File: src/rtl/sort_det_pkg.sv
// Shared types for the sorted-sequence detector: mode encodings, FSM states
// and the adjacent-symbol ordering test.
package sort_det_pkg;

    localparam logic [1:0] MODE_ASC  = 2'b00;
    localparam logic [1:0] MODE_NDEC = 2'b01;
    localparam logic [1:0] MODE_DESC = 2'b10;
    localparam logic [1:0] MODE_NINC = 2'b11;

    typedef enum logic {
        S_FIRST = 1'b0,
        S_REST  = 1'b1
    } state_t;

    // a is the earlier symbol, b the newer one; callers zero-extend to 32 bits.
    function automatic logic sort_ok(input logic [31:0] a, input logic [31:0] b,
                                     input logic [1:0] mode);
        logic ok;
        case (mode)
            MODE_ASC:  ok = (b > a);
            MODE_NDEC: ok = (b >= a);
            MODE_DESC: ok = (b < a);
            default:   ok = (b <= a);
        endcase
        return ok;
    endfunction

endpackage

File: src/rtl/ser_sym_deser.sv
// MSB-first deserialiser: shifts valid bits in and flags the bit that completes
// each SYM_W-bit symbol; sym is valid combinationally alongside sym_done.
module ser_sym_deser #(
    parameter int SYM_W = 2
) (
    input  logic             clk,
    input  logic             rst,
    input  logic             ser_in,
    input  logic             in_valid,
    output logic [SYM_W-1:0] sym,
    output logic             sym_done
);

    localparam int             BCW      = (SYM_W > 1) ? $clog2(SYM_W) : 1;
    localparam logic [BCW-1:0] LAST_BIT = BCW'(SYM_W - 1);

    logic [BCW-1:0] bit_cnt;

    assign sym_done = in_valid && (bit_cnt == LAST_BIT);

    always_ff @(posedge clk) begin
        if (rst) begin
            bit_cnt <= '0;
        end else if (in_valid) begin
            bit_cnt <= (bit_cnt == LAST_BIT) ? '0 : bit_cnt + BCW'(1);
        end
    end

    // Only the SYM_W-1 older bits need storage; the newest bit is ser_in itself.
    if (SYM_W > 1) begin : g_sr
        logic [SYM_W-2:0] sym_sr;

        assign sym = {sym_sr, ser_in};

        always_ff @(posedge clk) begin
            if (rst) begin
                sym_sr <= '0;
            end else if (in_valid) begin
                sym_sr <= sym[SYM_W-2:0];
            end
        end
    end else begin : g_nosr
        assign sym = ser_in;
    end

endmodule

File: src/rtl/sort_seq_det.sv
// Sorted-sequence detector: flags NSYM-symbol frames ordered per mode.
// Define SORT_DET_OVERLAP_EN for sliding-window detection over the last NSYM symbols.
module sort_seq_det
    import sort_det_pkg::*;
#(
    parameter int SYM_W = 2,
    parameter int NSYM  = 2
) (
    input  logic             clk,
    input  logic             rst,
    input  logic             ser_in,
    input  logic             in_valid,
    input  logic [1:0]       mode,
    output logic             det,
    output logic             frame_done,
    output logic [SYM_W-1:0] sym_out,
    output logic             sym_valid,
    output state_t           dbg_state
);

    localparam int            CW       = (NSYM > 2) ? $clog2(NSYM) : 1;
    localparam logic [CW-1:0] LAST_SYM = CW'(NSYM - 1);

    logic [SYM_W-1:0] sym;
    logic             sym_done;
    state_t           state, state_nxt;
    logic [SYM_W-1:0] prev;
    logic [1:0]       mode_q;
    logic [CW-1:0]    sym_cnt;
    logic             pass;
    logic             det_nxt, frame_done_nxt;

    ser_sym_deser #(.SYM_W(SYM_W)) u_deser (
        .clk      (clk),
        .rst      (rst),
        .ser_in   (ser_in),
        .in_valid (in_valid),
        .sym      (sym),
        .sym_done (sym_done)
    );

    assign pass      = sort_ok(32'(prev), 32'(sym), mode_q);
    assign dbg_state = state;

    always_ff @(posedge clk) begin
        if (rst) state <= S_FIRST;
        else     state <= state_nxt;
    end

`ifdef SORT_DET_OVERLAP_EN
    logic [CW-1:0] run, run_upd;

    // A mode switch restarts the run; otherwise extend (saturating) or drop it.
    always_comb begin
        run_upd = '0;
        if (mode == mode_q && pass)
            run_upd = (run == LAST_SYM) ? run : run + CW'(1);
    end

    always_comb begin
        state_nxt = state;
        if (state == S_FIRST && sym_done) state_nxt = S_REST;
    end

    always_comb begin
        det_nxt        = 1'b0;
        frame_done_nxt = 1'b0;
        if (state == S_REST && sym_done) begin
            det_nxt        = (run_upd == LAST_SYM);
            frame_done_nxt = (sym_cnt == LAST_SYM);
        end
    end

    always_ff @(posedge clk) begin
        if (rst) begin
            prev    <= '0;
            mode_q  <= '0;
            sym_cnt <= '0;
            run     <= '0;
        end else if (sym_done) begin
            prev   <= sym;
            mode_q <= mode;
            if (state == S_FIRST) begin
                sym_cnt <= CW'(1);
                run     <= '0;
            end else begin
                if (sym_cnt != LAST_SYM) sym_cnt <= sym_cnt + CW'(1);
                run <= run_upd;
            end
        end
    end
`else
    logic sorted;
    logic last_sym;

    assign last_sym = (state == S_REST) && sym_done && (sym_cnt == LAST_SYM);

    always_comb begin
        state_nxt = state;
        case (state)
            S_FIRST: if (sym_done) state_nxt = S_REST;
            S_REST:  if (last_sym) state_nxt = S_FIRST;
            default: state_nxt = S_FIRST;
        endcase
    end

    always_comb begin
        det_nxt        = 1'b0;
        frame_done_nxt = 1'b0;
        if (last_sym) begin
            frame_done_nxt = 1'b1;
            det_nxt        = sorted && pass;
        end
    end

    always_ff @(posedge clk) begin
        if (rst) begin
            prev    <= '0;
            mode_q  <= '0;
            sym_cnt <= '0;
            sorted  <= 1'b0;
        end else if (sym_done) begin
            prev <= sym;
            if (state == S_FIRST) begin
                mode_q  <= mode;
                sym_cnt <= CW'(1);
                sorted  <= 1'b1;
            end else if (last_sym) begin
                sym_cnt <= '0;
                sorted  <= 1'b0;
            end else begin
                sym_cnt <= sym_cnt + CW'(1);
                sorted  <= sorted && pass;
            end
        end
    end
`endif

    always_ff @(posedge clk) begin
        if (rst) begin
            det        <= 1'b0;
            frame_done <= 1'b0;
            sym_valid  <= 1'b0;
            sym_out    <= '0;
        end else begin
            det        <= det_nxt;
            frame_done <= frame_done_nxt;
            sym_valid  <= sym_done;
            if (sym_done) sym_out <= sym;
        end
    end

endmodule

File: config.mk
export PLATFORM = sky130hd
export DESIGN_NAME = sort_seq_det
export DESIGN_NICKNAME = d
export VERILOG_FILES = /design/src/rtl/sort_det_pkg.sv /design/src/rtl/ser_sym_deser.sv /design/src/rtl/sort_seq_det.sv
export SDC_FILE = /design/constraint.sdc
export NUM_CORES = 1
export LEC_CHECK = 0
export CAP_MARGIN = 20
export CORE_AREA = 2 2 39 41
export DETAILED_ROUTE_END_ITERATION = 10
export DIE_AREA = 0 0 41 43
export GPL_ROUTABILITY_DRIVEN = 0
export GPL_TIMING_DRIVEN = 0
export HOLD_SLACK_MARGIN = 0.02
export PLACE_DENSITY = 0.63
export SLEW_MARGIN = 20
export SYNTH_ARGS = -nofsm -noshare
export SYNTH_HDL_FRONTEND = slang
export SYNTH_HIERARCHICAL = 1
export SYNTH_SLANG_ARGS = --single-unit
File: constraint.sdc
create_clock -name clk -period 4.4 [get_ports clk]
set_input_delay 0.66 -clock clk [delete_from_list [all_inputs] [get_ports clk]]
set_output_delay 0.66 -clock clk [all_outputs]
set_load 0.005 [all_outputs]
==> results of run 1 <==
-- worst max-delay path, delay by kind of cell --
family	cells	cell delay [ns]
AOI/OAI and AO/OA	3	0.65
buffers and inverters	3	0.61
adders and majority gates	1	0.31
-- layout by cell type, fill, tap and decap left out, drive strengths merged --
cell,count
nand3,1
a21boi,1
o41ai,1
o311ai,1
nor2,8
dfxtp,12
o211a,1
ha,2
a21oi,2
o311a,1
a211oi,1
buf,2
a31oi,1
o21a,1
xnor2,1
clkbuf,3
and2,1
and3,1
mux2i,5
clkdlybuf4s50,11
inv,6
-- final cells by class --
cell class	instances	area share [%]
plain buffers	2	2.27
clock buffers	3	3.40
inverters	6	3.40
multi-input cells	29	35.0
flip-flops and latches	12	36.3
well taps	16	3.02
repair buffers	11	16.6
-- registers in the layout, indices dropped and copies added (netlist names) --
name and count:
sym_valid 1, sym_out 2, mode_q 2, sym_cnt 1, u_deser/g_sr.sym_sr 1, u_deser/bit_cnt 1
dbg_state 1, frame_done 1, sorted 1, det 1
-- where the power goes --
part,switching [mW],internal [mW],total [mW]
sequential,0.00405,0.114,0.118
clock,0.0330,0.0316,0.0646
combinational,0.0136,0.0172,0.0308
-- logic make-up (layout without fill, tap and decap cells) --
kind of cell	count (synthesis)	count (layout)	share of synthesized area (%)
adder cells (fa/ha/maj)	2	2	4.91
XOR/XNOR	1	1	1.72
flip-flops	12	12	47.2
AND/OR/NAND/NOR	11	11	12.5
buffers and inverters	8	22	7.37
multiplexers	5	5	9.83
AO/OA/AOI/OAI	10	10	16.5
-- through the flow --
step                      hold WS [ns]  util (%)  total power [mW]  setup slack (ns)
after detailed placement         0.455      46.2             0.152              2.09
after CTS                        0.468      47.8             0.218              2.37
final                            0.465      47.8             0.214              2.36
after global routing             0.486      47.8             0.226              2.27
after global placement           0.460      46.2             0.151              2.16
after floorplan                  0.441         -             0.139              2.73
-- path summary, 6_finish.rpt --
path,end,cells after the start
worst max-delay path,sorted,7
worst min-delay path,det,1
worst max register to register,sorted,6
worst min register to register,det,1
-- per-layer routing --
layer	vias to the layer above	GRT usage, %
met2	9	17.8
li1	200	-
met3	2	4.71
met4	0	12.0
met5	-	0
met1	175	13.7
==> results.md, run 1 <==
- Total grt overflow: 0
- Top-count cell post-synth: dfxtp_1
- Asr flop ratio synth: 0%
- Vias: 386
- Antenna fix cells: 0
- Sequential share of the synthesized area: 47.2%
- Worst vdd ir: 0.180 mV
- Syn Area/Cell: 10.4 um^2
- Clk Latency, worst-skew pair: 0.26 ns
- Fin crit share: 46.3%
- Nets: 73
- Core box area: 1380 um^2
- Worst slew margin: 72.8%
- Max frequency: 491 MHz
- Met3 routed WL: 44 um
- Die height: 43 um
- WS Path Type: in2reg
- FILL cells: 147
- Area delta synth->final: 30.0%
- Total GRT Usage: 12.7%
- Total die area: 1760 um^2
- Initial antenna violation count: 0
- Crit-path slowest cell: clkdlybuf4s50_1
- CP Max Fanout: 3
- Clock Tree Buf Depth: 2
- Synth warn: 6
- Fin. Hold Viols: 0
- Die span in x: 41 um
- P_leak: 0.279 nW
- Fin. max-slew vios: 0
- Non-filler instance count after layout: 79
- Mapped Area: 509 um^2
- Top_reg_cell synth: dfxtp_1
- Dpl cells: 76
- Top Layer Used: met4
- Post-synthesis cell count: 49
- Largest net degree at the start of global routing: 10
- Synth area leader: dfxtp_1
- Top-area cell type share of the netlist area: 47.2%
- Distinct cell type count after synthesis: 22
- Hold/Removal Path Class: reg2reg
- Arrival time worst endpoint: 2.23 ns
- Inserted Clock Buffers: 3
- Worst Setup End Kind: register
- Met1 wire length: 378 um
- Multi-input logic area: 231 um^2
- First-pass DRT Iterations: 2
- Least-Margin Pin Slew: 0.406 ns
- Minimum clock period: 2.04 ns
- Maxcap violations: 0
- Final TNS setup: 0 ns
- Aggregate routed wire length: 849 um
- Top cells by count, synth: 12 x dfxtp_1, 6 x nor2_1, 5 x inv_1, 5 x mux2i_1
- Layout cells sized above 1: 17.5%
- R2r setup slk: 2.81 ns
- WL per Instance: 10.7 um
- Status: finished clean
- Avg Vias per Cell: 4.89
- First-pass GRT wire length: 1410 um
- Post-route ant nets: 0
- CTS root buf: clkbuf_4
- DRC: 0
- Critical-path cell list: clkdlybuf4s50_1 > buf_4 > inv_1 > ha_1 > o41ai_2 > o311ai_1 > a21oi_1
- Port Buffers: 11
- Hold_sp: sorted
- CTS clock-pin slew for the worst setup and hold paths: 0.07 ns
- Setup crit start: ser_in
- TritonCTS clock tree: done
- Cell Pwr Density: 323 nW/um^2
- CTS sink cnt: 12
- Met2 Wirelength: 405 um
- HPWL Detailed: 651 um
- Site row count: 14
- Req. time, crit path: 4.59 ns
- Number of global-route vias before repair: 372
- Post_cts resized: 0
- Clk_skew: 0.00161 ns
- Htree depth: 1
- #FFs+latches synth: 12
- Final Setup Violations: 0
- Initial drt markers: 1
- CP max stage delay: 0.47 ns
- Post-synth EDFFs: 0
- Synthesized net count: 57
- RR Startpoint: u_deser/g_sr.sym_sr
- Post-CTS setup repair buffer count: 0
- Setup crit start kind: primary input
- I/O pin cnt: 12
- Area post-placement: 639 um^2
- RSZ-0062 raised after global routing: false
- Ranking of synthesized cells by area: dfxtp_1 47%, mux2i_1 9.8%, ha_1 4.9%
- Initial Util: 36.8%
- Reg area: 240 um^2
- Post-CTS Hold Fix Bufs: 0
- Post-layout instance area: 662 um^2
No activity file was read; power rests on OpenSTA's default activity.
==> run 2, diff against run 1 <==
- PLACE_DENSITY: 0.63 -> 0.65
- clock period: 4.4 -> 1.6 ns (I/O delays scaled with it)
==> results.md, run 2 (same netlist as run 1, synthesis figures left out) <==
- Die height: 43 um (unchanged)
- WL per Instance: 12.2 um (+13%)
- Largest net degree at the start of global routing: 10 (unchanged)
- Total power: 0.679 mW (+220%)
- Post-route ant nets: 0 (unchanged)
- Post-CTS Hold Fix Bufs: 0 (unchanged)
- Vias: 401 (+3.9%)
- WS Path Type: in2reg
- First-pass DRT Iterations: 2 (unchanged)
- Initial antenna violation count: 0 (unchanged)
- Area delta synth->final: 43.5%
- I/O pin cnt: 12 (unchanged)
- Antenna fix cells: 0 (unchanged)
- Cell Pwr Density: 929 nW/um^2 (+190%)
- Hold/Removal Path Class: reg2reg
- Arrival time worst endpoint: 1.66 ns (-0.57 ns)
- Clock power share: 36.5% (+6.3 points)
- Hold Slack: 0.493 ns (+0.0279 ns)
- Fin. max-slew vios: 0 (unchanged)
- R2R depth: 6 (unchanged)
- Hold depth: 2 (+1)
- Clk_skew: 0.00839 ns (+0.00678 ns)
- CTS clock-pin slew for the worst setup and hold paths: 0.09 ns (+0.02 ns)
- Maxcap violations: 0 (unchanged)
- Total GRT Usage: 12.5% (-0.23 points)
- Sw Ratio: 24.7% (+1.1 points)
- Post_cts resized: 0 (unchanged)
- Worst slew margin: 72.8% (about the same)
- Req. time, crit path: 1.76 ns (-2.83 ns)
- Htree depth: 1 (unchanged)
- Most frequent cells in the layout: 11 x dfxtp_1, 11 x clkdlybuf4s50_1, 6 x nor2_1
- CTS root buf: clkbuf_4
- Biggest regs: mode_q x2, sym_out x2
- Internal power: 0.511 mW (+210%)
- Nets: 73 (unchanged)
- Most Crowded Layer GR: met2
- Place WS: -0.257 ns (-2.35 ns)
- TritonCTS clock tree: done
- Post-layout instance area: 731 um^2 (+10%)
- Site row count: 14 (unchanged)
- Post-CTS setup repair buffer count: 0 (unchanged)
- HPWL Detailed: 666 um (+2.3%)
- Clk Latency, worst-skew pair: 0.28 ns (+0.02 ns)
- Least-Margin Pin Slew: 0.407 ns (+0.000467 ns)
- CP Max Fanout: 3 (unchanged)
- Status: finished clean
- Sw Pwr: 0.168 mW (+230%)
- Fin crit share: 93.8%
- RR Startpoint: u_deser/g_sr.sym_sr
- Inserted Clock Buffers: 3 (unchanged)
- Gate power share: 15.2% (+0.8 points)
- Final Setup Violations: 0 (unchanged)
- DRC: 0 (unchanged)
- PnR worst setup slack: 0.0991 ns (-2.26 ns)
- Setup crit start kind: primary input
- Total grt overflow: 0 (unchanged)
- Final TNS setup: 0 ns (unchanged)
- Clock Tree Buf Depth: 2 (unchanged)
- M1 GR Usage: 16.5% (+2.8 points)
- Area post-placement: 639 um^2 (unchanged)
- Global-route met2 utilization: 18.1% (+0.31 points)
- Layout cells sized above 1: 29.7% (+12 points)
- Number of global-route vias before repair: 371 (-0.27%)
- RSZ-0062 raised after global routing: false
- P_leak: 0.287 nW (+3.2%)
- Initial Util: 36.8% (unchanged)
- CTS sink cnt: 12 (unchanged)
- WHS Endpoint: u_deser/g_sr.sym_sr
- Avg Vias per Cell: 5.01 (+2.6%)
- GRT met3 Usage: 3.14% (-1.6 points)
- Aggregate routed wire length: 975 um (+15%)
- Core box area: 1380 um^2 (unchanged)
- Total die area: 1760 um^2 (unchanged)
- Fin. Hold Viols: 0 (unchanged)
- First-pass GRT wire length: 1520 um (+7.8%)
- R2r setup slk: 0.1 ns (-2.71 ns)
- Sequential Power Share: 48.3% (-7.1 points)
- Worst Setup End Kind: register
- Port Buffers: 11 (unchanged)
- Max frequency: 666 MHz
- RR Endpoint: sorted
- Initial drt markers: 2 (+1)
- Minimum clock period: 1.50 ns
- Die span in x: 41 um (unchanged)
- Hold_sp: u_deser/g_sr.sym_sr
- Worst vdd ir: 0.496 mV (+180%)
==> run 2: per-stage QoR <==
step                      instances  util, %
after floorplan                  49        -
after global placement           76     46.2
after detailed placement         76     46.2
after CTS                        80     48.8
after global routing             80     52.8
final                            80     52.8
==> run 2: area by class of cell <==
class	count	area, um^2
plain buffers	2	15.0
clock buffers	4	36.3
fillers	130	653
inverters	6	22.5
multi-input cells	29	285
flip-flops and latches	12	241
well taps	16	20.0
repair buffers	11	110
==> run 2: critical path, stage by stage <==
cell	delay, ns
clkdlybuf4s50_1	0.48
buf_4	0.11
inv_1	0.05
ha_4	0.24
nand3_2	0.10
o41ai_4	0.08
o311ai_2	0.25
a21oi_1	0.10
==> run 2: how the worst max path moves through the flow <==
| stage | slack, ns | end | start | cells after the start |
|---|---|---|---|---|
| 5_1_grt | 0.01 | sorted | u_deser/g_sr.sym_sr | 6 |
| 2_1_floorplan | 0.16 | sorted | u_deser/g_sr.sym_sr | 6 |
| 4_1_cts | 0.02 | sorted | ser_in | 7 |
| 3_3_place_gp | -0.26 | sorted | ser_in | 7 |
| 6_report | 0.1 | sorted | ser_in | 8 |
| 3_5_place_dp | -0.26 | sorted | ser_in | 7 |
==> run 2: power groups by stage <==
stage	combinational, mW	sequential (mW)	clock, mW
2_1_floorplan	0.0513	0.331	0
3_3_place_gp	0.0835	0.333	0
4_1_cts	0.0846	0.326	0.248
5_1_grt	0.113	0.331	0.261
3_5_place_dp	0.0843	0.333	0
6_report	0.103	0.328	0.248
==> run 2: routing by layer <==
layer | wire (um) | share of wire (%) | up-vias
met3 | 39 | 4.0 | 3
met1 | 421 | 43 | 186
met5 | 0 | 0 | -
li1 | - | - | 201
met4 | 14 | 1.4 | 0
met2 | 499 | 51 | 11
